## src/rtl/psram_arbiter.sv

```systemverilog
// Two-port PSRAM arbiter: serialises DCJ11 (port C) and Apple II (port A)
// requests onto the single ram command interface, CPU-priority with A2 anti-starvation.
module psram_arbiter #(
    parameter int MAX_CPU_RUN = 4,
    parameter int TIMEOUT     = 255
) (
    input  logic        clk,
    input  logic        rst,
    input  logic        init,

    input  logic        cpu_req,
    input  logic        cpu_we,
    input  logic        cpu_byte,
    input  logic [21:0] cpu_addr,
    input  logic [15:0] cpu_wdata,
    output logic        cpu_ack,
    output logic [15:0] cpu_rdata,

    input  logic        a2_req,
    input  logic        a2_we,
    input  logic        a2_byte,
    input  logic [21:0] a2_addr,
    input  logic [15:0] a2_wdata,
    output logic        a2_ack,
    output logic [15:0] a2_rdata,

    output logic        ram_read,
    output logic        ram_write,
    output logic        ram_byte,
    output logic [21:0] ram_addr,
    output logic [15:0] ram_wdata,
    input  logic [15:0] ram_rdata,
    input  logic        ram_done,

    output logic        err,
    output logic        grant_a2
);

    typedef enum logic [2:0] {
        S_INIT,
        S_IDLE,
        S_ISSUE,
        S_WAIT,
        S_ACK
    } state_t;

    localparam logic [3:0] RUN_MAX = 4'(MAX_CPU_RUN);
    localparam logic [7:0] TO_LAST = 8'(TIMEOUT - 1);

    state_t      state_q, state_d;
    logic [3:0]  run_q, run_d;
    logic [7:0]  tcnt_q, tcnt_d;
    logic        we_q, we_d;
    logic        byte_q, byte_d;
    logic [21:0] addr_q, addr_d;
    logic [15:0] wdata_q, wdata_d;
    logic        grant_a2_q, grant_a2_d;
    logic        ram_read_q, ram_read_d;
    logic        ram_write_q, ram_write_d;
    logic        cpu_ack_q, cpu_ack_d;
    logic        a2_ack_q, a2_ack_d;
    logic [15:0] cpu_rdata_q, cpu_rdata_d;
    logic [15:0] a2_rdata_q, a2_rdata_d;
    logic        err_q, err_d;
    logic        pick_a2;
    logic        sel_we;
    logic [15:0] fill;

    always_comb begin
        state_d     = state_q;
        run_d       = run_q;
        tcnt_d      = tcnt_q;
        we_d        = we_q;
        byte_d      = byte_q;
        addr_d      = addr_q;
        wdata_d     = wdata_q;
        grant_a2_d  = grant_a2_q;
        ram_read_d  = 1'b0;
        ram_write_d = 1'b0;
        cpu_ack_d   = 1'b0;
        a2_ack_d    = 1'b0;
        cpu_rdata_d = cpu_rdata_q;
        a2_rdata_d  = a2_rdata_q;
        err_d       = err_q;
        pick_a2     = a2_req && (!cpu_req || (run_q == RUN_MAX));
        sel_we      = pick_a2 ? a2_we : cpu_we;
        fill        = ram_done ? ram_rdata : 16'hFFFF;

        unique case (state_q)
            S_INIT: begin
                if (init) begin
                    state_d = S_IDLE;
                end
            end
            S_IDLE: begin
                if (cpu_req || a2_req) begin
                    we_d        = sel_we;
                    byte_d      = pick_a2 ? a2_byte  : cpu_byte;
                    addr_d      = pick_a2 ? a2_addr  : cpu_addr;
                    wdata_d     = pick_a2 ? a2_wdata : cpu_wdata;
                    grant_a2_d  = pick_a2;
                    ram_read_d  = !sel_we;
                    ram_write_d = sel_we;
                    state_d     = S_ISSUE;
                    // Run length only grows while A2 is actually being held off
                    if (pick_a2 || !a2_req) begin
                        run_d = 4'd0;
                    end else if (run_q != RUN_MAX) begin
                        run_d = run_q + 4'd1;
                    end
                end
            end
            S_ISSUE: begin
                tcnt_d  = 8'd0;
                state_d = S_WAIT;
            end
            S_WAIT: begin
                if (ram_done || (tcnt_q == TO_LAST)) begin
                    state_d = S_ACK;
                    if (!ram_done) begin
                        err_d = 1'b1;
                    end
                    if (grant_a2_q) begin
                        a2_ack_d = 1'b1;
                        if (!we_q) begin
                            a2_rdata_d = fill;
                        end
                    end else begin
                        cpu_ack_d = 1'b1;
                        if (!we_q) begin
                            cpu_rdata_d = fill;
                        end
                    end
                end else begin
                    tcnt_d = tcnt_q + 8'd1;
                end
            end
            S_ACK: begin
                state_d = S_IDLE;
            end
            default: begin
                state_d = S_INIT;
            end
        endcase
    end

    always_ff @(posedge clk) begin
        if (rst) begin
            state_q     <= S_INIT;
            run_q       <= 4'd0;
            tcnt_q      <= 8'd0;
            we_q        <= 1'b0;
            byte_q      <= 1'b0;
            addr_q      <= 22'd0;
            wdata_q     <= 16'h0000;
            grant_a2_q  <= 1'b0;
            ram_read_q  <= 1'b0;
            ram_write_q <= 1'b0;
            cpu_ack_q   <= 1'b0;
            a2_ack_q    <= 1'b0;
            cpu_rdata_q <= 16'h0000;
            a2_rdata_q  <= 16'h0000;
            err_q       <= 1'b0;
        end else begin
            state_q     <= state_d;
            run_q       <= run_d;
            tcnt_q      <= tcnt_d;
            we_q        <= we_d;
            byte_q      <= byte_d;
            addr_q      <= addr_d;
            wdata_q     <= wdata_d;
            grant_a2_q  <= grant_a2_d;
            ram_read_q  <= ram_read_d;
            ram_write_q <= ram_write_d;
            cpu_ack_q   <= cpu_ack_d;
            a2_ack_q    <= a2_ack_d;
            cpu_rdata_q <= cpu_rdata_d;
            a2_rdata_q  <= a2_rdata_d;
            err_q       <= err_d;
        end
    end

    assign cpu_ack   = cpu_ack_q;
    assign cpu_rdata = cpu_rdata_q;
    assign a2_ack    = a2_ack_q;
    assign a2_rdata  = a2_rdata_q;
    assign ram_read  = ram_read_q;
    assign ram_write = ram_write_q;
    assign ram_byte  = byte_q;
    assign ram_addr  = addr_q;
    assign ram_wdata = wdata_q;
    assign err       = err_q;
    assign grant_a2  = grant_a2_q;

endmodule
```

## config.mk

```make
export PLATFORM = sky130hd
export DESIGN_NAME = psram_arbiter
export DESIGN_NICKNAME = d
export VERILOG_FILES = /design/src/rtl/psram_arbiter.sv
export SDC_FILE = /design/constraint.sdc
export NUM_CORES = 1
export LEC_CHECK = 0
export BUFFER_PORTS_ARGS = -buffer_cell sky130_fd_sc_hd__buf_2
export CAP_MARGIN = 20
export CORE_ASPECT_RATIO = 1.75
export CORE_MARGIN = 5
export CORE_UTILIZATION = 51
export CTS_CLUSTER_DIAMETER = 120
export DETAILED_ROUTE_END_ITERATION = 7
export PLACE_DENSITY = 0.83
export SYNTH_ARGS = -nofsm -noshare
export SYNTH_HDL_FRONTEND = slang
export SYNTH_SLANG_ARGS = --single-unit
```

## constraint.sdc

```tcl
create_clock -name clk -period 2.8 [get_ports clk]
set_input_delay 0.14 -clock clk [delete_from_list [all_inputs] [get_ports clk]]
set_output_delay 0.14 -clock clk [all_outputs]
set_load 0.05 [all_outputs]
```

# Word level (Yosys, flattened, before mapping)
# Cells that the tools add are included.
# classes
n_mux,15
n_addsub,2
bitwise,7
eq_ne,11
reduce_logical,20
# ops
operator,count
$mux 16,2
$mux 22,1
$pmux 8 s2,1
$pmux 3 s5,1
$mux 3,3
$reduce_and 3->1,3
$add 8x1->8 const B,1
$eq 8x8->1 const B,1
$mux 4,2
$mux 8,1
$ne 2x2->1 const B,4
$reduce_and 4->1,2
$not 1->1,7
$eq 3x2->1 const B,2
$reduce_or 3->1,2
$add 4x1->4 const B,1
$eq 4x3->1 const B,1
$logic_or 1x1->1,4
$mux 1,4
$ne 4x3->1 const B,1
$reduce_and 2->1,2
$reduce_bool 2->1,2
$eq 3x1->1 const B,1
$eq 3x3->1 const B,1
other kinds (3),5
# word_totals
input_bits,102
out_inout_bits,77
register_bits,93
wordCells,70

# Logic depth before layout (Yosys ltp)
# Gate-level depths: netlist (run 1).
# logic_depth
depth_word,6
ltp_mapped,8
depth_no_buf,6

# Worst setup path after synthesis (run 1)
# OpenSTA, ideal clock, no wires.
# synth_path
kind,register -> register
startpoint,register run_q[0]
endpoint,"register addr_q[11], in the netlist ram_addr[11]"
required_ps,2709
setup_time_ps,91
arrival_time_ps,1746
period_less_slack_ps,1837
setup_slack_ps,963
stages_incl_launch_ff,9
n_path_buf,2
cell_sequence,dfxtp_1 > inv_1 > ha_1 > and3b_1 > o21ai_0 > buf_2 > buf_1 > nand2_1 > a311oi_1
# synth_via
elab_chain_len,4
# synth_rtl
element,line_no,rtl
from (decl),51,"logic [3:0] run_q, run_d;"
from (signal assigned),166,run_q <= run_d;
$eq 4x3->1,85,pick_a2 = a2_req && (!cpu_req || (run_q == RUN_MAX));
$logic_or 1x1->1,85,
$logic_and 1x1->1,85,
$mux 22,99,addr_d = pick_a2 ? a2_addr : cpu_addr;
to (signal assigned),170,addr_q <= addr_d;
to (decl),55,"logic [21:0] addr_q, addr_d;"
# Every way passes these cells.
# A chain may end at the register's enable or synchronous reset.

# Final worst setup path (run 1)
# layout_path
startpoint,register tcnt_q[0]
endpoint,"register cpu_rdata_q[3], in the netlist cpu_rdata[3]"
# layout_via
elab_chain_len,3
# layout_rtl
element,line_no,rtl
from (decl),52,"logic [7:0] tcnt_q, tcnt_d;"
from (signal assigned),167,tcnt_q <= tcnt_d;
$eq 8x8->1,118,if (ram_done || (tcnt_q == TO_LAST)) begin
$logic_or 1x1->1,118,
$reduce_and 4->1 (no source line),--,
to (signal assigned),177,cpu_rdata_q <= cpu_rdata_d;
to (decl),62,"logic [15:0] cpu_rdata_q, cpu_rdata_d;"
# Every way passes these cells.

==> metrics.txt, run 1 <==
crit path max-delay cell type or4_1; Synth Area in Simple Gates 22.28%; worst hold-check path type input pin to flip-flop; ANT cells 0; Die H between 100 and 150 um; outcome completed; Post-DRT Antenna Nets 0; mux share of post-synthesis cell area 8.786%; clock skew 0.004874 ns; worst-path fanout max 16; Cells after Synth roughly 460; largest net degree at the start of global routing 54; initial drt markers 156; Leak 2.571 nW; die width 76.84 um; CTS root buf clkbuf_16; sequential fraction of the synthesis area between 40% and 50%; Via Count between 3000 and 4000; initial antenna violation count 1; CTS tree built; synthesis-stage register bit count a little over 90; Reg2Reg Depth 6; Least-Margin Pin Slew 0.9084 ns; vias in the first global route 3926; drt wl/cell approximately 14 um; hpwl dp 7.729 mm; Hold Startpoint cpu_wdata[1]; crit path cell chain inv_1, ha_1, and3_4, a21oi_2, or4_1, mux2i_1; CP arrival 2.30 ns; initial core utilization 52.33%; post-synth cell types 48; Compound-Gate Fraction of Synth Area 15.25%; post-CTS setup repair buffer count 0; Reg clk slew, reported paths 0.06 ns; Slew Limit Headroom 39.44%; setup_tns 0 ns; Synth area leaders dfxtp_1 (47%), nand2_1 (11%), mux2i_1 (8.8%), a311oi_1 (8.6%), nor2_1 (4.6%); Yosys top cell area share 46.69%; count leader, synth nand2_1; Hold WS 0.06262 ns; # DRC 0; post-synthesis async set-or-reset flop share 0%; Skew-Pair Late Insertion Delay 0.33 ns; area share of fa/ha/maj cells after synthesis 1.255%; dominant register cell in the synthesized netlist dfxtp_1; CP max stage delay 0.90 ns; max-slew violation count 0; DR vias/cell around 5.4; crit end category flip-flop; grt ovf 0; Pwr Total 3.212 mW; main combinational cell family by area after synthesis simple AND/OR/NAND/NOR gates; syn_nets 569; share of cells above drive strength 1 between 30% and 40%; Worst Hold Depth 3; endpoints failing hold 0; first-pass GRT wire length 17.09 mm; area leader, netlist dfxtp_1; Core ar. around 0.0076 mm2; IR drop worst, VDD between 0.0004 and 0.0005 V; Non-Filler Instances 718; Final Critical Period 2.121 ns; H-tree depth 3; Tcrit/Tclk final 75.76%; Final setup violation count 0; clk buf depth 2; Maximum Capacitance Violations 0; Syn Area/Cell 8.612 um2; Sink Count 93; WP data required 2.98 ns; GPL Wtd Cong 0.8704; xor-xnor portion of the synthesized cell area 0.8786%; io pins 179; pwr/cell area just over 600 mW/mm2; post-cts resize count 0; placement row count between 40 and 50; hold_buf cts 0; startpoint class of the critical path flip-flop; commonest cells in the netlist nand2_1 (118), dfxtp_1 (93), nor2_1 (49); Die Area 0.009757 mm2; Crit Path Category flip-flop to flip-flop; overall routing resource usage 20.94%; Nets 731; reg2reg setup slack between 0.6 and 0.7 ns; CTS buffer count 9; worst reg2reg startpoint tcnt_q[0]; unrepaired setup endpoints after global routing no; port bufs 178; wire length after detailed routing ~10 mm; area growth from synthesis to layout 30.15%; r2r endpoint cpu_rdata[3]; Post-synth EDFFs 0; fillers 599; fmax between 400 and 500 MHz; DRT Pass-1 Iters 4; Synth Warn # 0; hold path endpoint ram_wdata[1]; Mapped Area between 0.003 and 0.004 mm2; Placed Cells around 700
## registers in the layout, indices dropped and copies added (netlist names), 3 cells and up
signal / flops
a2_rdata: 16
cpu_rdata: 16
ram_addr: 22
ram_wdata: 16
run_q: 4
state_q: 3
tcnt_q: 8
## worst max-delay path by stage
stage,start,to,slack [ns]
5_1_grt,state_q[0],ram_addr[14],0.47
3_3_place_gp,tcnt_q[0],cpu_rdata[1],0.74
6_report,tcnt_q[0],cpu_rdata[3],0.68
3_5_place_dp,tcnt_q[0],cpu_rdata[15],0.70
2_1_floorplan,run_q[0],ram_addr[11],0.96
4_1_cts,tcnt_q[0],cpu_rdata[2],0.69
## critical path: cells and delay by family, from the launching register on
family | cells | cell delay [ns]
AO/OA/AOI/OAI | 1 | 0.06
adder cells (fa/ha/maj) | 1 | 0.17
buffers and inverters | 1 | 0.07
flip-flops | 1 | 0.33
AND/OR/NAND/NOR | 2 | 1.10
multiplexers | 1 | 0.24
## routing by layer
layer,track usage [%],vias to the layer above,part of all wire [%]
met1,23.47,1762,40
li1,-,1934,-
met2,37.16,170,50
met4,7.209,2,1.9
met3,6.338,18,8.2
met5,0,-,0.11
## cell usage in the layout, fill, tap and decap left out, types with 3 or more instances in the layout
master	n
a21oi_1	6
clkbuf_16	9
dfxtp_1	93
inv_1	6
o21ai_0	18
a311oi_1	39
nand2_1	118
nor3_1	3
and2_1	4
mux2i_1	35
xnor2_1	4
nor2_1	49
or3_1	3
buf_2	178
buf_4	6
ha_1	4
clkbuf_8	4
a21boi_0	4
nand3_1	6
## report_power, final
group / internal [mW] / switching [mW]
clock: 0.699 / 0.476
sequential: 1.39 / 0.0409
combinational: 0.185 / 0.419
total: 2.28 / 0.936
## area by class of cell
| class | instances | area, um2 | area share (%) |
|---|---|---|---|
| multi-input combinational | 329 | 1937 | 37.32 |
| sequential | 93 | 1862 | 35.87 |
| timing repair buffer | 185 | 955.9 | 18.42 |
| clock buffer | 14 | 284.0 | 5.473 |
| tap | 88 | 110.1 | 2.122 |
| inverter | 7 | 26.28 | 0.5063 |
| clock inverter | 2 | 15.01 | 0.2893 |
## through the flow
| stage | util (%) | setup WS, ns | instance area [um2] |
|---|---|---|---|
| 5_1_grt | 68.11 | 0.4750 | 5190 |
| 3_3_place_gp | 64.19 | 0.7430 | 4891 |
| 2_1_floorplan | - | 0.9626 | 3988 |
| 6_report | 68.11 | 0.6786 | 5190 |
| 4_1_cts | 68.11 | 0.6853 | 5190 |
| 3_5_place_dp | 64.19 | 0.7015 | 4891 |
## cells by family (layout without fill, tap and decap cells)
kind of cell | after synthesis | count (layout)
AOI/OAI and AO/OA | 82 | 82
xor gates and xnor gates | 4 | 4
adders and majority gates | 4 | 4
buffers and inverters | 41 | 208
DFF | 93 | 93
muxes | 35 | 35
and+or+nand+nor | 204 | 204
Power figures use the tool's default switching activity.
==> run 2, diff against run 1 <==
ABC_AREA = 1   (was default)
CORE_UTILIZATION = 44   (was 51)
PLACE_DENSITY = 0.74   (was 0.83)
clock period = 1.75 ns   (was 2.8 ns; I/O delays follow)
==> run 2 against run 1 <==
Synthesized area grew 8.7%. Final cell count grew 30%. Utilization shrank 7.1 points. Critical path depth grew 4. Fmax grew 34%. Combinational power grew 140%. Critical path type unchanged. Die area grew 23%. Worst setup slack lost 0.51 ns. Hold slack lost 0.056 ns. Via count grew 22%. Total power grew 78%.
==> metrics.txt, run 2 <==
outcome completed; crit end category flip-flop; Placed Area 0.005359 mm2; ANT cells 0; # DRC 0; Hold WS 0.006413 ns; commonest non-fill, non-tap cell in the layout nand2_1; count leader, synth nand2_1; Mapped Area 0.004335 mm2; beginning of the critical path tcnt_q[0]; placement row count 48; most frequent cells in the layout nand2_1 (183), buf_2 (178), dfxtp_1 (93); post-CTS setup repair buffer count 0; Final Critical Period 1.581 ns; worst-path fanout max 13; pwr/cell area 964.8 mW/mm2; worst reg2reg startpoint tcnt_q[0]; H-tree depth 3; Slew Limit Headroom between 60% and 70%; sequential fraction of the synthesis area 42.94%; share of cells above drive strength 1 30.21%; Synth Warn # 0; Crit Path Category flip-flop to flip-flop; worst hold-check path type input pin to flip-flop; synthesis-stage register bit count 93; port bufs about 180; Tcrit/Tclk final 90.35%; Die Area between 0.01 and 0.015 mm2; Die H 141.3 um; Skew-Pair Late Insertion Delay between 0.3 and 0.4 ns; CTS root buf clkbuf_16; Synth area leaders dfxtp_1 (43%), nand2_1 (16%), a21oi_1 (9.2%), inv_1 (5.4%), o21ai_0 (5.2%); vias in the first global route 4823; Syn Area/Cell 7.072 um2; DR vias/cell 5.057; commonest cells in the netlist nand2_1 (183), dfxtp_1 (93), a21oi_1 (80); CTS buffer count 9; Core ar. 0.009729 mm2; initial drt markers 169; dominant register cell in the synthesized netlist dfxtp_1; Post-DRT Antenna Nets 0; overall routing resource usage roughly a fifth; DRT Pass-1 Iters 4; Pwr Total ~5.7 mW; Hold Startpoint cpu_addr[15]; post-synthesis async set-or-reset flop share 0%; initial antenna violation count 0; fmax 632.4 MHz; setup_tns 0 ns; WP data required a little under 2 ns; Least-Margin Pin Slew 0.5437 ns; syn_nets 719; post-synth cell types 29; max-slew violation count 0; GPL Wtd Cong 0.8354; io pins 179; clk buf depth 2; Leak 2.993 nW; CTS tree built; Maximum Capacitance Violations 0; startpoint class of the critical path flip-flop; initial core utilization 44.56%; IR drop worst, VDD 0.0007372 V; dpl ws ~0.16 ns; Nets 913; area growth from synthesis to layout 36.97%; endpoints failing hold 0; Cells after Synth ~610; largest net degree at the start of global routing 65; first-pass GRT wire length 21.18 mm; Design Area, Final 0.005938 mm2; clock skew 0.007383 ns; Via Count 4733; unrepaired setup endpoints after global routing no; wire length after detailed routing ~13 mm; Sink Count 93; hpwl dp roughly 9 mm; grt ovf 0; final worst slack 0.1688 ns; drt wl/cell 13.49 um; Largest register FFs 22; Final setup violation count 0; area leader, netlist dfxtp_1; die width approximately 85 um; Reg clk slew, reported paths 0.07 ns; CP arrival 1.81 ns; Yosys top cell area share 42.94%; Post-synth EDFFs 0
## run 2: kinds of logic (layout without fill, tap and decap cells)
group                    Yosys count  after routing  synth area share [%]
adder cells (fa/ha/maj)            4              4                 1.154
buffers and inverters            101            297                 10.48
XOR/XNOR                           3              3                0.6062
flip-flops                        93             93                 42.94
AO/OA/AOI/OAI                    129            129                 15.09
AND/OR/NAND/NOR                  283            285                 29.73
## run 2: critical path, cell delays in order (launching register included)
cell and delay (ns):
dfxtp_1 0.37, inv_1 0.08, ha_1 0.20, nand2_1 0.08, nor2_2 0.05, nand2_2 0.14, nand2_2 0.12, nand2_2 0.21
nand3_1 0.11, nand2_1 0.08, nor2_1 0.04
## run 2: layer usage
layer / GRT usage [%] / up-vias / share of wire (%)
met1: 22.94 / 2163 / 39
met5: 0 / - / 0
li1: - / 2369 / -
met3: 6.043 / 24 / 7.7
met4: 9.758 / 0 / 2.7
met2: 36.97 / 177 / 51
## run 2: repair_timing
item                                    in CTS  in global routing
endpoints found under the setup margin       0                 26
gates resized for setup                      0                  2
hold buffers                                26                  0
hold endpoints to repair                    26                  0
## run 2: final timing paths
kind | endpoint | slack [ns] | cells after the start
hold / removal | ram_addr[15] | 0.006 | 3
setup reg to reg | tcnt_q[6] | 0.17 | 10
hold reg to reg | cpu_rdata[1] | 0.46 | 2
setup / recovery | tcnt_q[6] | 0.17 | 10
## run 2: where the power goes
part           total (mW)  switching, mW  internal (mW)  leakage [nW]
Clock                1.91          0.806           1.10         0.146
Combinational        1.46           1.02          0.444          2.09
Sequential           2.36         0.0856           2.27         0.757
## run 2: metrics by stage
stage	std cells	util, %
finish	936	61.03
global route	936	61.03
CTS	934	60.71
detailed placement	893	55.08
global placement	893	55.08
floorplan	613	-
## run 2: area by class of cell
| cell class | count | area, um2 |
|---|---|---|
| clock buffer | 9 | 225.2 |
| clock inverter | 6 | 62.56 |
| fill | 853 | 3791 |
| inverter | 63 | 236.5 |
| multi-input combinational | 421 | 2069 |
| sequential | 93 | 1862 |
| tap | 125 | 156.4 |
| timing repair buffer | 219 | 1326 |
